File: src/rtl/ps2_kbd_controller.sv
`default_nettype none
// ============================================================================
// Module   : ps2_kbd_controller
// Purpose  : PS/2 keyboard host receiver: frame decode, E0/F0 prefix tracking,
//            present-key register and make/break event FIFO.
//            Optional frame watchdog compiled in with `define KBD_TIMEOUT_EN.
// Revision : 1.0 - initial release
// ============================================================================
module ps2_kbd_controller #(
    parameter int TIMEOUT_CYCLES = 50000,
    parameter int FIFO_DEPTH     = 4
) (
    input  logic        clk,
    input  logic        rst,
    input  logic        ps2_clk,
    input  logic        ps2_data,
    output logic [15:0] pres_key,
    output logic        evt_valid,
    output logic [15:0] evt_data,
    input  logic        evt_ready,
    output logic        frame_err,
    output logic        ovf
);

    localparam int c_AW = $clog2(FIFO_DEPTH);

    typedef enum logic [1:0] {
        ST_IDLE   = 2'd0,
        ST_DATA   = 2'd1,
        ST_PARITY = 2'd2,
        ST_STOP   = 2'd3
    } state_t;

    // Pin synchronisers; reset to the idle-high line level so no false edge follows reset
    logic [2:0] r_clk_s;
    logic [1:0] r_data_s;

    always_ff @(posedge clk or posedge rst) begin
        if (rst) begin
            r_clk_s  <= 3'b111;
            r_data_s <= 2'b11;
        end else begin
            r_clk_s  <= {r_clk_s[1:0], ps2_clk};
            r_data_s <= {r_data_s[0], ps2_data};
        end
    end

    logic w_fall;
    logic w_bit;
    assign w_fall = r_clk_s[2] & ~r_clk_s[1];
    assign w_bit  = r_data_s[1];

    state_t     r_state;
    state_t     w_state_nxt;
    logic [2:0] r_bitcnt;
    logic [7:0] r_shift;
    logic       r_par;
    logic       w_timeout;
    logic       w_stop_ok;
    logic       w_stop_bad;
    logic       w_par_ok;

    assign w_par_ok = ^{r_shift, r_par};

`ifdef KBD_TIMEOUT_EN
    localparam int c_TMR_W = (TIMEOUT_CYCLES > 2) ? $clog2(TIMEOUT_CYCLES) : 1;

    logic [c_TMR_W-1:0] r_timer;

    // An edge arriving on the terminal count still wins over the abort
    assign w_timeout = (r_state != ST_IDLE) && !w_fall &&
                       (r_timer == c_TMR_W'(TIMEOUT_CYCLES - 1));

    always_ff @(posedge clk or posedge rst) begin
        if (rst) begin
            r_timer <= '0;
        end else if ((r_state == ST_IDLE) || w_fall || w_timeout) begin
            r_timer <= '0;
        end else begin
            r_timer <= r_timer + 1'b1;
        end
    end
`else
    logic w_unused_cfg;
    assign w_unused_cfg = (TIMEOUT_CYCLES != 0);
    assign w_timeout    = 1'b0;
`endif

    always_ff @(posedge clk or posedge rst) begin
        if (rst) begin
            r_state <= ST_IDLE;
        end else begin
            r_state <= w_state_nxt;
        end
    end

    always_comb begin
        w_state_nxt = r_state;
        w_stop_ok   = 1'b0;
        w_stop_bad  = 1'b0;
        if (w_timeout) begin
            w_state_nxt = ST_IDLE;
        end else if (w_fall) begin
            case (r_state)
                ST_IDLE:   if (!w_bit) w_state_nxt = ST_DATA;
                ST_DATA:   if (r_bitcnt == 3'd7) w_state_nxt = ST_PARITY;
                ST_PARITY: w_state_nxt = ST_STOP;
                ST_STOP: begin
                    w_state_nxt = ST_IDLE;
                    if (w_bit && w_par_ok) begin
                        w_stop_ok = 1'b1;
                    end else begin
                        w_stop_bad = 1'b1;
                    end
                end
                default:   w_state_nxt = ST_IDLE;
            endcase
        end
    end

    always_ff @(posedge clk or posedge rst) begin
        if (rst) begin
            r_bitcnt <= 3'd0;
            r_shift  <= 8'h00;
            r_par    <= 1'b0;
        end else if (w_fall && !w_timeout) begin
            case (r_state)
                ST_IDLE: begin
                    if (!w_bit) begin
                        r_bitcnt <= 3'd0;
                        r_shift  <= 8'h00;
                    end
                end
                ST_DATA: begin
                    r_shift  <= {w_bit, r_shift[7:1]};
                    r_bitcnt <= r_bitcnt + 3'd1;
                end
                ST_PARITY: r_par <= w_bit;
                default: ;
            endcase
        end
    end

    // Byte acceptance and prefix tracking
    logic        r_ext_pend;
    logic        r_brk_pend;
    logic        w_is_e0;
    logic        w_is_f0;
    logic        w_event;
    logic [15:0] w_evt_word;

    assign w_is_e0    = (r_shift == 8'hE0);
    assign w_is_f0    = (r_shift == 8'hF0);
    assign w_event    = w_stop_ok && !w_is_e0 && !w_is_f0;
    assign w_evt_word = {r_brk_pend, 6'b0, r_ext_pend, r_shift};

    always_ff @(posedge clk or posedge rst) begin
        if (rst) begin
            r_ext_pend <= 1'b0;
            r_brk_pend <= 1'b0;
        end else if (w_stop_bad || w_timeout) begin
            r_ext_pend <= 1'b0;
            r_brk_pend <= 1'b0;
        end else if (w_stop_ok) begin
            if (w_is_e0) begin
                r_ext_pend <= 1'b1;
            end else if (w_is_f0) begin
                r_brk_pend <= 1'b1;
            end else begin
                r_ext_pend <= 1'b0;
                r_brk_pend <= 1'b0;
            end
        end
    end

    logic [15:0] r_pres_key;
    logic        r_frame_err;

    always_ff @(posedge clk or posedge rst) begin
        if (rst) begin
            r_pres_key  <= 16'h0000;
            r_frame_err <= 1'b0;
        end else begin
            r_frame_err <= w_stop_bad || w_timeout;
            if (w_event) begin
                if (!r_brk_pend) begin
                    r_pres_key <= {7'b0, r_ext_pend, r_shift};
                end else if (r_pres_key[8:0] == {r_ext_pend, r_shift}) begin
                    r_pres_key <= 16'h0000;
                end
            end
        end
    end

    // Show-ahead event FIFO; a pop frees room for a same-cycle push when full
    logic [15:0]   r_mem [FIFO_DEPTH];
    logic [c_AW-1:0] r_wptr;
    logic [c_AW-1:0] r_rptr;
    logic [c_AW:0]   r_count;
    logic            r_ovf;
    logic            w_evt_valid;
    logic            w_full;
    logic            w_pop;
    logic            w_push;

    assign w_evt_valid = (r_count != '0);
    assign w_full      = (r_count == (c_AW+1)'(FIFO_DEPTH));
    assign w_pop       = w_evt_valid && evt_ready;
    assign w_push      = w_event && (!w_full || w_pop);

    always_ff @(posedge clk) begin
        if (w_push) begin
            r_mem[r_wptr] <= w_evt_word;
        end
    end

    always_ff @(posedge clk or posedge rst) begin
        if (rst) begin
            r_wptr  <= '0;
            r_rptr  <= '0;
            r_count <= '0;
            r_ovf   <= 1'b0;
        end else begin
            r_ovf <= w_event && w_full && !w_pop;
            if (w_push) r_wptr <= r_wptr + 1'b1;
            if (w_pop)  r_rptr <= r_rptr + 1'b1;
            case ({w_push, w_pop})
                2'b10:   r_count <= r_count + 1'b1;
                2'b01:   r_count <= r_count - 1'b1;
                default: r_count <= r_count;
            endcase
        end
    end

    assign pres_key  = r_pres_key;
    assign evt_valid = w_evt_valid;
    assign evt_data  = w_evt_valid ? r_mem[r_rptr] : 16'h0000;
    assign frame_err = r_frame_err;
    assign ovf       = r_ovf;

endmodule
`default_nettype wire
File: config.mk
export PLATFORM = sky130hd
export DESIGN_NAME = ps2_kbd_controller
export DESIGN_NICKNAME = d
export VERILOG_FILES = /design/src/rtl/ps2_kbd_controller.sv
export SDC_FILE = /design/constraint.sdc
export NUM_CORES = 1
export LEC_CHECK = 0
export CAP_MARGIN = 25
export CORE_AREA = 3 3 143 110
export CTS_CLUSTER_DIAMETER = 30
export DETAILED_ROUTE_END_ITERATION = 12
export DIE_AREA = 0 0 146 113
export GPL_ROUTABILITY_DRIVEN = 0
export HOLD_SLACK_MARGIN = 0.06
export PLACE_DENSITY = 0.47
export REMOVE_ABC_BUFFERS = 1
export SYNTH_ARGS = -nofsm -noshare
export SYNTH_HDL_FRONTEND = slang
export SYNTH_SLANG_ARGS = --single-unit
File: constraint.sdc
create_clock -name clk -period 3.05 [get_ports clk]
set_input_delay 0.915 -clock clk [delete_from_list [all_inputs] [get_ports clk]]
set_output_delay 0.915 -clock clk [all_outputs]
set_load 0.03 [all_outputs]
# Yosys cells after proc, flatten, opt, wreduce, memory -nomap -nowiden
# Memory sizes are Yosys's and may differ from the RTL's.
# Index checks and enable logic that the tools add are counted.
# word_totals
inputBits	5
memories	1
wordCells	88
mem_bits_rw	40
output_inout_bits	35
reg_bits	46
# op_classes
n_reduce_logical	24
n_bitwise	2
n_eq_ne	15
n_mux	27
n_addsub	5
# mem_list
memory	depth	word_bits	read_ports	rd_clocked_by_memory_dff	write_ports	line_no	rtl
r_mem	4	10	1	0	1	196	logic [15:0] r_mem [FIFO_DEPTH];
# ops
op	count
2-to-1 mux 16 bit	3
equality test 8 bit (second input constant)	2
2-to-1 mux 1 bit	16
case mux 8 bit (2 select lines)	1
case mux 3 bit (2 select lines)	2
equality test 9 bit	1
parity 9 bit	1
2-to-1 mux 8 bit	1
case mux 2 bit (4 select lines)	1
AND reduction 2 bit	4
logical AND 1 bit	7
adder 3 x 1 -> 3 bit (second input constant)	2
equality test 2 bit (second input constant)	3
equality test 3 bit (second input constant)	2
!= test 2 bit (second input constant)	3
AND reduction 3 bit	2
nonzero test 2 bit	3
adder 2 x 1 -> 2 bit (second input constant)	2
equality test 2 x 1 -> 1 bit (second input constant)	2
zero test 1 bit	4
2-to-1 mux 2 bit	2
2-to-1 mux 3 bit	1
!= test 3 bit (second input constant)	1
nonzero test 3 bit	1
6 further kinds	6

# Depth between registers and ports, before layout
# logic_depth
ltp_word	10
mapped_depth	11
ltp_nobuf	11

# Worst setup path after synthesis
# No wires, ideal clock.
# synth_path
path_type	reg-to-output
start	register r_rptr[0]
end	output evt_data[0]
required_time_ns	2.135
t_arrival_ns	1.703
setup_slack_ns	0.432
path_stages_with_launch	4
cell_sequence	dfrtp_1 buf_1 mux4_2 and2_1
# synth_between
elab_chain_len	2
# synth_lines
element	line_no	rtl
from (decl)	198	logic [c_AW-1:0] r_rptr;
from (signal assigned)	226	if (w_pop) r_rptr <= r_rptr + 1'b1;
memory read (4 x 10 bit)	--	
2-to-1 mux 16 bit	237	assign evt_data = w_evt_valid ? r_mem[r_rptr] : 16'h0000;
to (decl)	19	output logic [15:0] evt_data,
# No other way between the ends.

# Final worst setup path
# layout_path
start	register r_rptr[0]
end	output evt_data[2]
# Same word-level chain as after synthesis.

==> metrics.md <==
| Metric | Value |
|---|---|
| Syn-to-layout area delta | 24.7% |
| Number of standard-cell rows in the floorplan | 38 |
| Number of iterations in the first detailed-routing pass | 4 |
| Number of gates resized after cts | 10 |
| Number of levels in the clock H-tree | 3 |
| Count of distinct cell types in the synthesized netlist | 44 |
| Number of buffers between clock root and the deepest sink | 2 |
| Via/cell ratio | 4.05 |
| Final #Nets | 298 |
| Number of I/O port buffers | 26 |
| Proportion of layout cells with a drive suffix above 1 | 19.9% |
| Global-route wire length before repair | 11.0 mm |
| Number of hold violations in the final report | 0 |
| Remaining design rule violation count | 0 |
| Post-DP HPWL | 4.71 mm |
| Switching Share | 32.7% |
| Largest net degree at the start of global routing | 40 |
| Placement-stage worst setup slack | 0.224 ns |
| Core Footprint | 14400 sq um |
| Global-route track usage on met2 | 11.5% |
| Final count of pins violating max slew | 0 |
| Die W | 146 um |
| Arrival @ worst endpoint | 2.02 ns |
| Antenna cell count | 0 |
| Number of max-cap violations | 0 |
| Num CTS Buffers | 9 |
| Relative slew slack | 61.4% |
| Seq pwr share | 34.9% |
| Initial Util | 24.8% |
| Die ar. | 16500 sq um |
| Worst Max-Slew Pin Slew | 0.579 ns |
| Number of non-filler instances in the completed layout | 487 |
| Number of flip-flops and latches in the synthesized netlist | 79 |
| Net switching component of the power | 1.40 mW |
| Fill cells | 1443 |
| Final design instance area without fill | 4470 sq um |
| Period utilisation layout | 96.1% |
| Worst Hold Class | reg2reg |
| Post-layout min period | 2.93 ns |
| FMAX | 341 MHz |
| CTS tree | built |
| Number of instances in the placed design | 471 |
| Netlist Area Pre-Place | 3580 sq um |
| Critical path class | reg2out |
| Register area | 2180 sq um |
| Critical path launch point type | flop |
| Cts hold-fix bufs | 0 |
| Gr ovfl total | 0 |
| Setup Fix Bufs, Post-CTS | 0 |
| Average cell area after synthesis | 14.9 sq um |
| Antenna-violating nets left | 0 |
| Clock network fraction of design power | 29.1% |
| Busiest layer in global routing | met1 |
| Leakage Power | 1.85 nW |
| Root Buffer Master | clkbuf_16 |
| Final cell utilization of the core | 31.0% |
| Final setup fails | 0 |
| Routed via count | 1970 |
| Met1 GRT Util | 13.3% |
| YS warnings | 0 |
| Sinks on the clock net | 79 |
| Initial antenna violation count | 0 |
| Async set-reset flop share out of synthesis | 49.4% |
| Post-route setup slack | 0.119 ns |
| Worst slack on hold paths | 0.355 ns |
| Setup repair after global routing missed its margin | no |
| WL/cell | 14.1 um |
| GR Util All Layers | 8.80% |
| Critical path endpoint category | output port |
| Clk_skew | 0.00699 ns |
| Via count of the first global-routing pass | 1950 |
| Combined area of the multi-input logic cells | 1260 sq um |
| IR drop worst, VDD | 0.295 mV |
| Post-CTS clock slew at the launch and capture registers of the worst setup and hold paths | 0.06 ns |
| Flip-flop cell with the highest count after synthesis | edfxtp_1 |
| Number of enable-type register cells in the synthesized netlist | 40 |
| Drt first-iter violations | 80 |
| Sequential cell area fraction in the yosys report | 61.0% |
| Critical Path Fanout Max | 10 |
| Final total negative setup slack | 0 ns |
| Number of top-level design ports | 40 |
| Cell area after placement | 4120 sq um |
| Count of mapped cells out of synthesis | 240 |
| Final WL | 6.88 mm |
| Grt met3 use | 3.32% |
| Final total power | 4.26 mW |
| Die Y-Extent | 113 um |
| Result of the run | finished, final reports clean |
| Clock latency of the later-clocked register in the worst-skew pair | 0.34 ns |
| Power density over the cells | 955 nW/um^2 |
| Internal power | 2.87 mW |
| CP Data Required Time | 2.13 ns |
| Logic pwr share | 36.0% |
worst max-delay path, cell delays in order, from the launching register on:
cell           delay, ns
dfrtp_1             0.45
buf_12              0.18
mux4_2              0.52
and2_1              0.17
dlygate4sd2_1       0.35
metal layers:
metal,share of wire (%),vias to the layer above
met3,4.4,11
met2,40,43
met5,0,-
met4,1.5,0
li1,-,926
met1,54,990
logic make-up after synthesis:
group                      after synthesis  synth area share, %
and+or+nand+nor                         45                 7.20
AOI/OAI and AO/OA                       33                 7.62
muxes                                   15                 8.14
DFF                                     79                 61.0
other                                    1                0.105
xor gates and xnor gates                22                 6.61
buffers and inverters                   34                 5.28
adders and majority gates               11                 4.05
synthesized netlist by cell type (2+ instances only):
| master | instances | share of area [%] |
|---|---|---|
| mux2_2 | 3 | 0.94 |
| xnor2_1 | 15 | 3.7 |
| xor2_1 | 4 | 0.98 |
| nor2b_1 | 2 | 0.35 |
| nor3_1 | 2 | 0.28 |
| buf_4 | 14 | 2.9 |
| and2_1 | 17 | 3.0 |
| clkbuf_1 | 7 | 0.73 |
| nor2_1 | 7 | 0.73 |
| nand2_1 | 6 | 0.63 |
| nand3_1 | 3 | 0.42 |
| ha_1 | 10 | 3.5 |
| a21oi_1 | 3 | 0.42 |
| o21ai_0 | 4 | 0.56 |
| inv_1 | 10 | 1.0 |
| o2111ai_1 | 2 | 0.49 |
| a22o_1 | 19 | 4.6 |
| dfrtp_1 | 34 | 24 |
| dfstp_2 | 5 | 3.7 |
| edfxtp_1 | 40 | 34 |
| mux4_2 | 10 | 6.3 |
registers in the layout (all words and copies together), names as in the netlist:
name        cells
r_bitcnt        3
frame_err       1
pres_key        9
r_data_s        2
r_state         2
r_wptr          2
r_count         3
ovf             1
r_shift         8
r_mem          40
r_par           1
r_rptr          2
r_clk_s         3
r_ext_pend      1
r_brk_pend      1
cell type report:
class | count | area share [%]
Clock buffer | 10 | 5.13
Sequential cell | 79 | 48.9
Tap cell | 200 | 5.60
Multi-Input combinational cell | 139 | 28.2
Inverter | 10 | 0.841
Clock inverter | 6 | 2.61
Timing Repair Buffer | 43 | 8.77
worst paths after layout:
| path | endpoint | slack, ns | startpoint | cells past startpoint |
|---|---|---|---|---|
| max | evt_data[2] | 0.12 | r_rptr[0]$_DFFE_PP0P_ | 4 |
| min | r_clk_s[1]$_DFF_PP1_ | 0.35 | r_clk_s[0]$_DFF_PP1_ | 0 |
| max reg2reg | r_count[2]$_DFFE_PP0P_ | 0.33 | r_shift[1]$_DFFE_PP0P_ | 10 |
| min reg2reg | r_clk_s[1]$_DFF_PP1_ | 0.35 | r_clk_s[0]$_DFF_PP1_ | 0 |
| max in group asynchronous | r_clk_s[2]$_DFF_PP1_ | 1.68 | rst | 3 |
| min in group asynchronous | pres_key[0]$_DFFE_PP0P_ | 1.01 | rst | 3 |
power by group through the flow:
| stage | sequential [mW] | combinational, mW | clock, mW |
|---|---|---|---|
| floorplan | 1.59 | 0.963 | 0 |
| global placement | 1.50 | 1.60 | 0 |
| detailed placement | 1.51 | 1.61 | 0 |
| CTS | 1.49 | 1.57 | 1.27 |
| global route | 1.51 | 1.69 | 1.32 |
| finish | 1.49 | 1.53 | 1.24 |
cells in the final DEF (no fill, tap or decap), types with 10 or more instances in the layout:
cell type,n
a22o_1,19
inv_1,10
dfrtp_1,34
xnor2_1,15
conb_1,13
ha_1,10
clkdlybuf4s50_1,16
and2_1,17
mux4_2,10
buf_4,16
edfxtp_1,40
No activity file was read; power rests on OpenSTA's default activity.
